## config.mk

```make
export PLATFORM = sky130hd
export DESIGN_NAME = traffic_control_prog_flat
export DESIGN_NICKNAME = d
export VERILOG_FILES = /design/src/rtl/traffic_control_prog_if.sv /design/src/rtl/traffic_control_prog.sv /design/src/flat_wrapper.sv
export SDC_FILE = /design/constraint.sdc
export NUM_CORES = 1
export LEC_CHECK = 0
export ABC_CLOCK_PERIOD_IN_PS = 3400
export CAP_MARGIN = 15
export CELL_PAD_IN_SITES_DETAIL_PLACEMENT = 0
export CELL_PAD_IN_SITES_GLOBAL_PLACEMENT = 2
export CORE_UTILIZATION = 34
export DETAILED_ROUTE_END_ITERATION = 7
export PLACE_DENSITY_LB_ADDON = 0.08
export SLEW_MARGIN = 20
export SYNTH_ARGS = -nofsm -noshare
export SYNTH_HDL_FRONTEND = slang
export SYNTH_SLANG_ARGS = --single-unit
```

## constraint.sdc

```tcl
create_clock -name CLK -period 3.4 [get_ports CLK]
set_input_delay 0.68 -clock CLK [delete_from_list [all_inputs] [get_ports CLK]]
set_output_delay 0.68 -clock CLK [all_outputs]
set_load 0.03 [all_outputs]
```

## src/rtl/traffic_control_prog_if.sv

```systemverilog
// Signal bundle for traffic_control_prog: error input, pedestrian requests,
// configuration write port and the registered lamp/walk/phase outputs.
interface traffic_control_prog_if #(
  parameter int CNT_W = 8
);
  logic             ERR;
  logic             PA;
  logic             PB;
  logic             cfg_we;
  logic [1:0]       cfg_addr;
  logic [CNT_W-1:0] cfg_data;
  logic [2:0]       L_A;
  logic [2:0]       L_B;
  logic             RA;
  logic             RB;
  logic [2:0]       phase;

  modport master (
    output ERR, PA, PB, cfg_we, cfg_addr, cfg_data,
    input  L_A, L_B, RA, RB, phase
  );

  modport slave (
    input  ERR, PA, PB, cfg_we, cfg_addr, cfg_data,
    output L_A, L_B, RA, RB, phase
  );
endinterface

```

## src/rtl/traffic_control_prog.sv

```systemverilog
// Two-road intersection controller with run-time programmable phase durations.
// Optional macro TRAFFIC_EARLY_GREEN_EN: early green termination on a pending request.
module traffic_control_prog #(
  parameter int CNT_W       = 8,
  parameter int D_GREEN_RST = 8,
  parameter int D_TURN_RST  = 3,
  parameter int D_YEL_RST   = 3,
  parameter int D_PED_RST   = 6,
  parameter int MIN_GREEN   = 4
) (
  input logic                   CLK,
  input logic                   reset,
  traffic_control_prog_if.slave bus
);

  typedef enum logic [2:0] {
    S0_PED = 3'd0,
    S1     = 3'd1,
    S2     = 3'd2,
    S3     = 3'd3,
    S4     = 3'd4,
    S5     = 3'd5,
    S6     = 3'd6,
    S7_ERR = 3'd7
  } state_t;

  state_t           r_state;
  state_t           w_next;
  logic [CNT_W-1:0] r_tick;
  logic [CNT_W-1:0] r_shadow;
  logic [CNT_W-1:0] r_d_green;
  logic [CNT_W-1:0] r_d_turn;
  logic [CNT_W-1:0] r_d_yel;
  logic [CNT_W-1:0] r_d_ped;
  logic [CNT_W-1:0] w_dur_raw;
  logic [CNT_W-1:0] w_dur;
  logic             r_pa_req;
  logic             r_pb_req;
  logic             r_served_a;
  logic             r_served_b;
  logic             r_ret_s4;
  logic             w_pending;
  logic             w_done;
  logic             w_early;
  logic             w_entry;
  logic [2:0]       w_la;
  logic [2:0]       w_lb;
  logic [2:0]       r_la;
  logic [2:0]       r_lb;
  logic             r_ra;
  logic             r_rb;
  logic [2:0]       r_phase;

  assign w_pending = r_pa_req | r_pb_req;
  assign w_done    = (r_tick == (r_shadow - {{(CNT_W-1){1'b0}}, 1'b1}));
  assign w_entry   = (w_next != r_state);

`ifdef TRAFFIC_EARLY_GREEN_EN
  assign w_early = ((r_state == S1) || (r_state == S4)) && w_pending &&
                   (r_tick >= CNT_W'(MIN_GREEN - 1));
`else
  assign w_early = 1'b0;
`endif

  // Next-state decision; a pending request only diverts the S3/S6 exits into S0.
  always_comb begin
    w_next = r_state;
    if (w_done || w_early) begin
      case (r_state)
        S0_PED:  w_next = r_ret_s4 ? S4 : S1;
        S1:      w_next = S2;
        S2:      w_next = S3;
        S3:      w_next = w_pending ? S0_PED : S4;
        S4:      w_next = S5;
        S5:      w_next = S6;
        S6:      w_next = w_pending ? S0_PED : S1;
        S7_ERR:  w_next = S0_PED;
        default: w_next = S7_ERR;
      endcase
    end else begin
      w_next = r_state;
    end
  end

  // Duration loaded into the shadow on entry to w_next; zero is stretched to one.
  always_comb begin
    w_dur_raw = {{(CNT_W-1){1'b0}}, 1'b1};
    case (w_next)
      S0_PED:  w_dur_raw = r_d_ped;
      S1, S4:  w_dur_raw = r_d_green;
      S2, S5:  w_dur_raw = r_d_turn;
      S3, S6:  w_dur_raw = r_d_yel;
      default: w_dur_raw = {{(CNT_W-1){1'b0}}, 1'b1};
    endcase
    if (w_dur_raw == {CNT_W{1'b0}}) begin
      w_dur = {{(CNT_W-1){1'b0}}, 1'b1};
    end else begin
      w_dur = w_dur_raw;
    end
  end

  // Lamp decode of the current state, registered below so outputs lag by a cycle.
  always_comb begin
    w_la = 3'b000;
    w_lb = 3'b000;
    case (r_state)
      S0_PED:  begin w_la = 3'b111; w_lb = 3'b111; end
      S1:      begin w_la = 3'b110; w_lb = 3'b011; end
      S2:      begin w_la = 3'b101; w_lb = 3'b010; end
      S3:      begin w_la = 3'b100; w_lb = 3'b010; end
      S4:      begin w_la = 3'b011; w_lb = 3'b110; end
      S5:      begin w_la = 3'b010; w_lb = 3'b101; end
      S6:      begin w_la = 3'b010; w_lb = 3'b100; end
      default: begin w_la = 3'b000; w_lb = 3'b000; end
    endcase
  end

  // State, timing, request and output registers; ERR outranks reset and keeps config.
  always_ff @(posedge CLK) begin
    if (bus.ERR || reset) begin
      r_state    <= S7_ERR;
      r_tick     <= {CNT_W{1'b0}};
      r_shadow   <= {{(CNT_W-1){1'b0}}, 1'b1};
      r_pa_req   <= 1'b0;
      r_pb_req   <= 1'b0;
      r_served_a <= 1'b0;
      r_served_b <= 1'b0;
      r_ret_s4   <= 1'b0;
      r_la       <= 3'b000;
      r_lb       <= 3'b000;
      r_ra       <= 1'b0;
      r_rb       <= 1'b0;
      r_phase    <= 3'd7;
      if (!bus.ERR) begin
        r_d_green <= CNT_W'(D_GREEN_RST);
        r_d_turn  <= CNT_W'(D_TURN_RST);
        r_d_yel   <= CNT_W'(D_YEL_RST);
        r_d_ped   <= CNT_W'(D_PED_RST);
      end
    end else begin
      if (bus.cfg_we) begin
        case (bus.cfg_addr)
          2'd0:    r_d_green <= bus.cfg_data;
          2'd1:    r_d_turn  <= bus.cfg_data;
          2'd2:    r_d_yel   <= bus.cfg_data;
          default: r_d_ped   <= bus.cfg_data;
        endcase
      end
      r_state <= w_next;
      if (w_entry) begin
        r_tick   <= {CNT_W{1'b0}};
        r_shadow <= w_dur;
      end else begin
        r_tick <= r_tick + {{(CNT_W-1){1'b0}}, 1'b1};
      end
      if (w_entry && (w_next == S0_PED)) begin
        r_pa_req <= 1'b0;
        r_pb_req <= 1'b0;
        r_ret_s4 <= (r_state == S3);
        if (r_state == S7_ERR) begin
          r_served_a <= 1'b1;
          r_served_b <= 1'b1;
        end else begin
          r_served_a <= r_pa_req | bus.PA;
          r_served_b <= r_pb_req | bus.PB;
        end
      end else if ((r_state != S0_PED) && (r_state != S7_ERR)) begin
        r_pa_req <= r_pa_req | bus.PA;
        r_pb_req <= r_pb_req | bus.PB;
      end
      r_la    <= w_la;
      r_lb    <= w_lb;
      r_ra    <= (r_state == S0_PED) & r_served_a;
      r_rb    <= (r_state == S0_PED) & r_served_b;
      r_phase <= r_state;
    end
  end

  assign bus.L_A   = r_la;
  assign bus.L_B   = r_lb;
  assign bus.RA    = r_ra;
  assign bus.RB    = r_rb;
  assign bus.phase = r_phase;

endmodule

```

## src/flat_wrapper.sv

```systemverilog
// flat-port wrapper written by rule: the top's interface ports become plain ports
module traffic_control_prog_flat 
#(
  parameter int CNT_W       = 8,
  parameter int D_GREEN_RST = 8,
  parameter int D_TURN_RST  = 3,
  parameter int D_YEL_RST   = 3,
  parameter int D_PED_RST   = 6,
  parameter int MIN_GREEN   = 4
)
  (CLK, reset, bus_ERR, bus_PA, bus_PB, bus_cfg_we, bus_cfg_addr, bus_cfg_data, bus_L_A, bus_L_B, bus_RA, bus_RB, bus_phase);
  traffic_control_prog_if #(.CNT_W(CNT_W)) bus_i ();
  input logic CLK;
  input logic reset;
  input wire logic [$bits(bus_i.ERR)-1:0] bus_ERR;
  input wire logic [$bits(bus_i.PA)-1:0] bus_PA;
  input wire logic [$bits(bus_i.PB)-1:0] bus_PB;
  input wire logic [$bits(bus_i.cfg_we)-1:0] bus_cfg_we;
  input wire logic [$bits(bus_i.cfg_addr)-1:0] bus_cfg_addr;
  input wire logic [$bits(bus_i.cfg_data)-1:0] bus_cfg_data;
  output wire logic [$bits(bus_i.L_A)-1:0] bus_L_A;
  output wire logic [$bits(bus_i.L_B)-1:0] bus_L_B;
  output wire logic [$bits(bus_i.RA)-1:0] bus_RA;
  output wire logic [$bits(bus_i.RB)-1:0] bus_RB;
  output wire logic [$bits(bus_i.phase)-1:0] bus_phase;
  assign bus_i.ERR = bus_ERR;
  assign bus_i.PA = bus_PA;
  assign bus_i.PB = bus_PB;
  assign bus_i.cfg_we = bus_cfg_we;
  assign bus_i.cfg_addr = bus_cfg_addr;
  assign bus_i.cfg_data = bus_cfg_data;
  assign bus_L_A = bus_i.L_A;
  assign bus_L_B = bus_i.L_B;
  assign bus_RA = bus_i.RA;
  assign bus_RB = bus_i.RB;
  assign bus_phase = bus_i.phase;
  traffic_control_prog #(.CNT_W(CNT_W), .D_GREEN_RST(D_GREEN_RST), .D_TURN_RST(D_TURN_RST), .D_YEL_RST(D_YEL_RST), .D_PED_RST(D_PED_RST), .MIN_GREEN(MIN_GREEN)) u_core (.CLK(CLK), .reset(reset), .bus(bus_i));
endmodule
```

# [Word-level counts from Yosys, hierarchy flattened]
# Cells that the tools add are included.
[classes] n_eq_ne=20 shifts=0 n_addsub=2 n_reduce_logical=24 bitwise_logic=5 n_mux=26 n_mul=0 div=0 n_lt_le_gt_ge=0
[op_table] op="two-way mux 8 bit" n=16
[op_table] op="case mux 3 bit (6 select lines)" n=2
[op_table] op="case mux 8 bit (4 select lines)" n=1
[op_table] op="case mux 3 bit (8 select lines)" n=1
[op_table] op="== test 3 bit (second input constant)" n=7
[op_table] op="OR reduction 2 bit" n=7
[op_table] op="== test 3 x 2 -> 1 bit (second input constant)" n=4
[op_table] op="AND reduction 3 bit" n=4
[op_table] op="two-way mux 3 bit" n=3
[op_table] op="adder 8 x 1 -> 8 bit (second input constant)" n=1
[op_table] op="== test 8 bit" n=1
[op_table] op="zero test 8 bit" n=1
[op_table] op="nonzero test 2 bit" n=4
[op_table] op="subtractor 8 x 1 -> 8 bit (second input constant)" n=1
[op_table] op="== test 3 x 1 -> 1 bit (second input constant)" n=2
[op_table] op="zero test 3 bit" n=2
[op_table] op="two-way mux 1 bit" n=3
[op_table] op="!= test 3 bit" n=1
[op_table] op="!= test 3 bit (second input constant)" n=1
[op_table] op="OR 1 bit" n=3
[op_table] op="nonzero test 3 bit" n=1
[op_table] op="OR reduction 3 bit" n=1
[op_table] op="bitwise AND 1 bit" n=2
[op_table] op="== test 2 x 1 -> 1 bit (second input constant)" n=1
[op_table] op="other kinds (6)" n=7
[totals] regBits=67 mem_bits_ro=0 inputBits=16 latchBits=0 output_inout_bits=11 ram_bits=0 memories=0 wordCells=94

# [Longest topological paths before layout]
[logic_depth] word_depth=9 depth_mapped=14 depth_no_buf=11

# [Worst setup path after synthesis]
# Ideal clock, no wire load.
[synth_path] kind="register -> register" from="register u_core.r_shadow[0]" to="register u_core.r_shadow[0]" path_buffers=2 arrival_time_ns=3.153 t_required_ns=3.312 setup_ns=0.088 stages_incl_launch_ff=14 slack_ns=0.158 period_less_slack_ns=3.242 cell_sequence="dfxtp_1 -> clkbuf_1 -> inv_1 -> ha_1 -> clkbuf_2 -> o21ba_1 -> a221oi_1 -> a41oi_1 -> a211oi_4 -> mux2_2 -> a222oi_1 -> nor3b_1 -> nand4_1 -> o32ai_2"
[synth_via] elab_chain_len=8 elab_cells_between_ends=17 cone_classes="1 x add/sub; 8 x eq/ne; 3 x mux; 5 x reduce/logical"
[synth_rtl] item="start: declaration" line_no="traffic_control_prog.sv:30" source="logic [CNT_W-1:0] r_shadow;"
[synth_rtl] item="start signal: assignment" line_no="traffic_control_prog.sv:123" source="r_shadow <= {{(CNT_W-1){1'b0}}, 1'b1};"
[synth_rtl] item="start signal: assignment" line_no="traffic_control_prog.sv:152" source="r_shadow <= w_dur;"
[synth_rtl] item="subtractor 8 x 1 -> 8 bit *" line_no="traffic_control_prog.sv:55" source="assign w_done = (r_tick == (r_shadow - {{(CNT_W-1){1'b0}}, 1'b1}));"
[synth_rtl] item="== test 8 bit *" line_no="traffic_control_prog.sv:55"
[synth_rtl] item="two-way mux 3 bit *" line_no="traffic_control_prog.sv:68" source="if (w_done || w_early) begin"
[synth_rtl] item="== test 3 x 2 -> 1 bit (tied with other cells)" line_no="traffic_control_prog.sv:88" source="case (w_next)"
[synth_rtl] item="OR reduction 2 bit" line_no="traffic_control_prog.sv:88"
[synth_rtl] item="case mux 8 bit (4 select lines)" line_no="traffic_control_prog.sv:88"
[synth_rtl] item="zero test 8 bit" line_no="traffic_control_prog.sv:95" source="if (w_dur_raw == {CNT_W{1'b0}}) begin"
[synth_rtl] item="two-way mux 8 bit" line_no="traffic_control_prog.sv:95"
# Mark *: on every way between the ends. The rest lies on a longest branch, timed or not.
# A chain may end at the register's enable or synchronous reset.

# [Final worst setup path]
[layout_path] from="register u_core.r_shadow[3]" to="register u_core.r_shadow[0]"
# Same word-level chain as after synthesis.

==> run metrics <==
switching share of total power 37.90%; worst vdd ir 0.4205 mV; Final Hold Slack 462.0 ps; GPL Wtd Cong 0.8019; Synth top area share 30.13%; Clk Latency, worst-skew pair 340 ps; slowest stage delay, CP 440 ps; Synth Flop Type dfxtp_1; FMAX 308.5 MHz; minimum clock period 3241 ps; GR Layer Usage met2 25.28%; Netlist Area Pre-Place 3189 sq um; Pre-antenna DRT Iters 6; 1st-iter DRT viols 66; Post-synth EDFFs 32; Worst-Margin Slew 747.0 ps; clock slew at reported path FFs 70 ps; FFs w/ async S/R, synth 0%; # nets final 363; largest cells by area after synthesis edfxtp_1 (30%), dfxtp_1 (22%), nor2_1 (4.1%); worst hold-check path type flop to flop; CP startpoint kind flop; Clock Path Buffers 2; IO Pins 27; area used by multi-input combinational logic 1430 sq um; ANT nets after route 0; H-tree levels 3; grt ovf 0; DP Area 3590 sq um; relative slew slack 50.02%; number of global-route vias before repair 2,223; core area 8891 sq um; post-synthesis net count 333; Pint 2.122 mW; synthesized area per cell 10.12 sq um; final setup fails 0; Post-Syn Instances 315; die outline width 98.85 um; detailed placement HPWL 5152 um; global-route wire length before repair 11,710 um; Worst Path Max Fanout 6; met1 GRT Util 20.57%; Unique masters post-synth 52; site row count 34; Clk pwr share 23.6%; drt drc 0; setup_tns 0 ps; total CTS buffers 9; sequential power share 30.4%; Yosys reg bits 67; WP data required 3650 ps; Synth area leader edfxtp_1; Initial Util 35.87%; Die H 98.85 um; CP bufs+invs 1; share of post-route cells with drive strength above 1 12.29%; Setup crit end kind flop; NetSw 1.295 mW; Die ar. 9771 sq um; crit path DAT 3500 ps; Final Skew 9.145 ps; root buf cell clkbuf_8; antenna cells 0; register area 1665 sq um; Layout fillers 874; Seq/Total Area, Yosys 52.10%; Post-synth top cells dfxtp_1 (35), nor2_1 (35), edfxtp_1 (32); initial antenna violation count 0; CTS sink cnt 67; GR Util met3 3.617%; CTS tree yes; Lkg Pwr 1.384 nW; Max Slew Vio Count 0; critical path, cell by cell nor4_4 > nand2_1 > o31a_1 > a211oi_4 > buf_4 > mux2_2 > a222oi_1 > nor3b_2 > nand4_1 > o32ai_2; CTS hold repair buffers 0; GRT Total Usage 15.61%; post-route cell area 3861 sq um; synth warn 0; final wirelength 7130 um; max_cap viols 0; final hold violations 0; cell family with most CP delay compound AO/OA/AOI/OAI gates; Routed wire per std cell 15.57 um; Comb pwr share 46.0%; GR peak layer met2; DR vias 2,360; Max stage delay cell, worst path a222oi_1; Layout Area Growth over Synthesis 21.07%; Port Buffer Count 26; final clock period utilization by the worst path 95.34%; worst setup path class flop to flop; mean number of vias per cell 5.153; pwr dens 885.1 nW/um^2; pin count of the biggest net entering global routing 26; outcome finished, final reports clean
==> power groups by stage <==
| stage | registers (mW) | clock network (mW) | logic (mW) |
|---|---|---|---|
| CTS | 1.04 | 0.817 | 1.52 |
| global route | 1.06 | 0.855 | 1.72 |
| finish | 1.04 | 0.806 | 1.57 |
| floorplan | 1.02 | 0 | 1.19 |
| detailed placement | 1.06 | 0 | 1.52 |
| global placement | 1.06 | 0 | 1.51 |
==> cells by family after synthesis <==
logic type                 after synthesis  share of synthesized area (%)
and+or+nand+nor                        120                          18.95
adders and majority gates                3                          1.098
xor gates and xnor gates                17                          4.669
muxes                                   11                          3.648
buffers and inverters                   29                          3.727
DFF                                     67                          52.10
AOI/OAI and AO/OA                       68                          15.81
==> worst reg2reg max path: stages (launching register included) <==
cell and delay [ps]:
dfxtp_1 410, nor4_4 370, nand2_1 90, o31a_1 340, a211oi_4 340, buf_4 180
mux2_2 330, a222oi_1 440, nor3b_2 260, nand4_1 140, o32ai_2 270
==> sequential cells by signal (all words and copies together) (netlist names), 3 cells and up <==
signal and cells:
u_core.r_d_green 8, u_core.r_d_ped 8, u_core.r_d_turn 8, u_core.r_d_yel 8, u_core.r_shadow 8, u_core.r_tick 8
u_core.bus.L_A 3, u_core.bus.L_B 3, u_core.bus.phase 3, u_core.r_state 3
==> path summary, 6_finish.rpt <==
path	from	slack [ps]	to	depth (start not counted)
worst max register to register	u_core.r_shadow[3]$_SDFFE_PP0P_	160	u_core.r_shadow[0]$_SDFFE_PP1P_	10
worst min-delay path	u_core.r_served_a$_SDFFE_PP0P_	460	u_core.bus.RA$_SDFF_PP0_	1
worst max-delay path	u_core.r_shadow[3]$_SDFFE_PP0P_	160	u_core.r_shadow[0]$_SDFFE_PP1P_	10
worst min register to register	u_core.r_served_a$_SDFFE_PP0P_	460	u_core.bus.RA$_SDFF_PP0_	1
==> layer usage <==
layer,share of wire (%),routed length (um)
met5,0,0
met2,47,3370
met1,49,3476
met3,2.8,202
met4,1.2,82
==> layout make-up <==
cell class,instances,area share [%]
clock inverters,7,2.981
clock buffers,9,3.208
well taps,108,3.500
inverters,9,0.8749
flip-flops and latches,67,43.13
repair buffers,39,9.268
multi-input cells,219,37.04
==> through the flow <==
| stage | total power, mW | worst slack, ps | instances | utilization [%] |
|---|---|---|---|---|
| 2_1_floorplan | 2.217 | 158.4 | 315 | - |
| 5_1_grt | 3.628 | -20.17 | 458 | 43.43 |
| 3_3_place_gp | 2.564 | 216.6 | 441 | 40.37 |
| 6_report | 3.417 | 158.6 | 458 | 43.43 |
| 3_5_place_dp | 2.571 | 117.1 | 441 | 40.37 |
| 4_1_cts | 3.373 | 100.2 | 457 | 43.06 |
==> repair_timing <==
action,CTS,global route
gates resized for setup,0,7
setup endpoints to repair,0,2
setup buffers,0,1
==> layout by cell type (no fill, tap or decap), types with 2 or more instances in the layout <==
cell              n
bufinv_16         3
nand2_1          22
o2bb2ai_1         2
buf_4            13
clkinv_1          3
nor3_1            9
a221o_1           2
o2111ai_1         2
nand4_1           3
a31oi_1           9
a21oi_1          11
a221oi_1          2
a211oi_1          5
mux2i_1           6
or2_2             2
and3_1            4
inv_1             8
o21a_1            3
or3_1             7
edfxtp_1         32
o21ai_0          11
mux2_2            5
xor2_1            9
a222oi_1          4
a311oi_1          2
nor2_1           35
and2_1           18
clkbuf_8          9
nand3_1           9
xnor2_1           8
dfxtp_1          34
clkdlybuf4s50_1  26
nand2b_1          7
o21bai_1          2
Note: power is estimated with default switching activity, not from simulation.
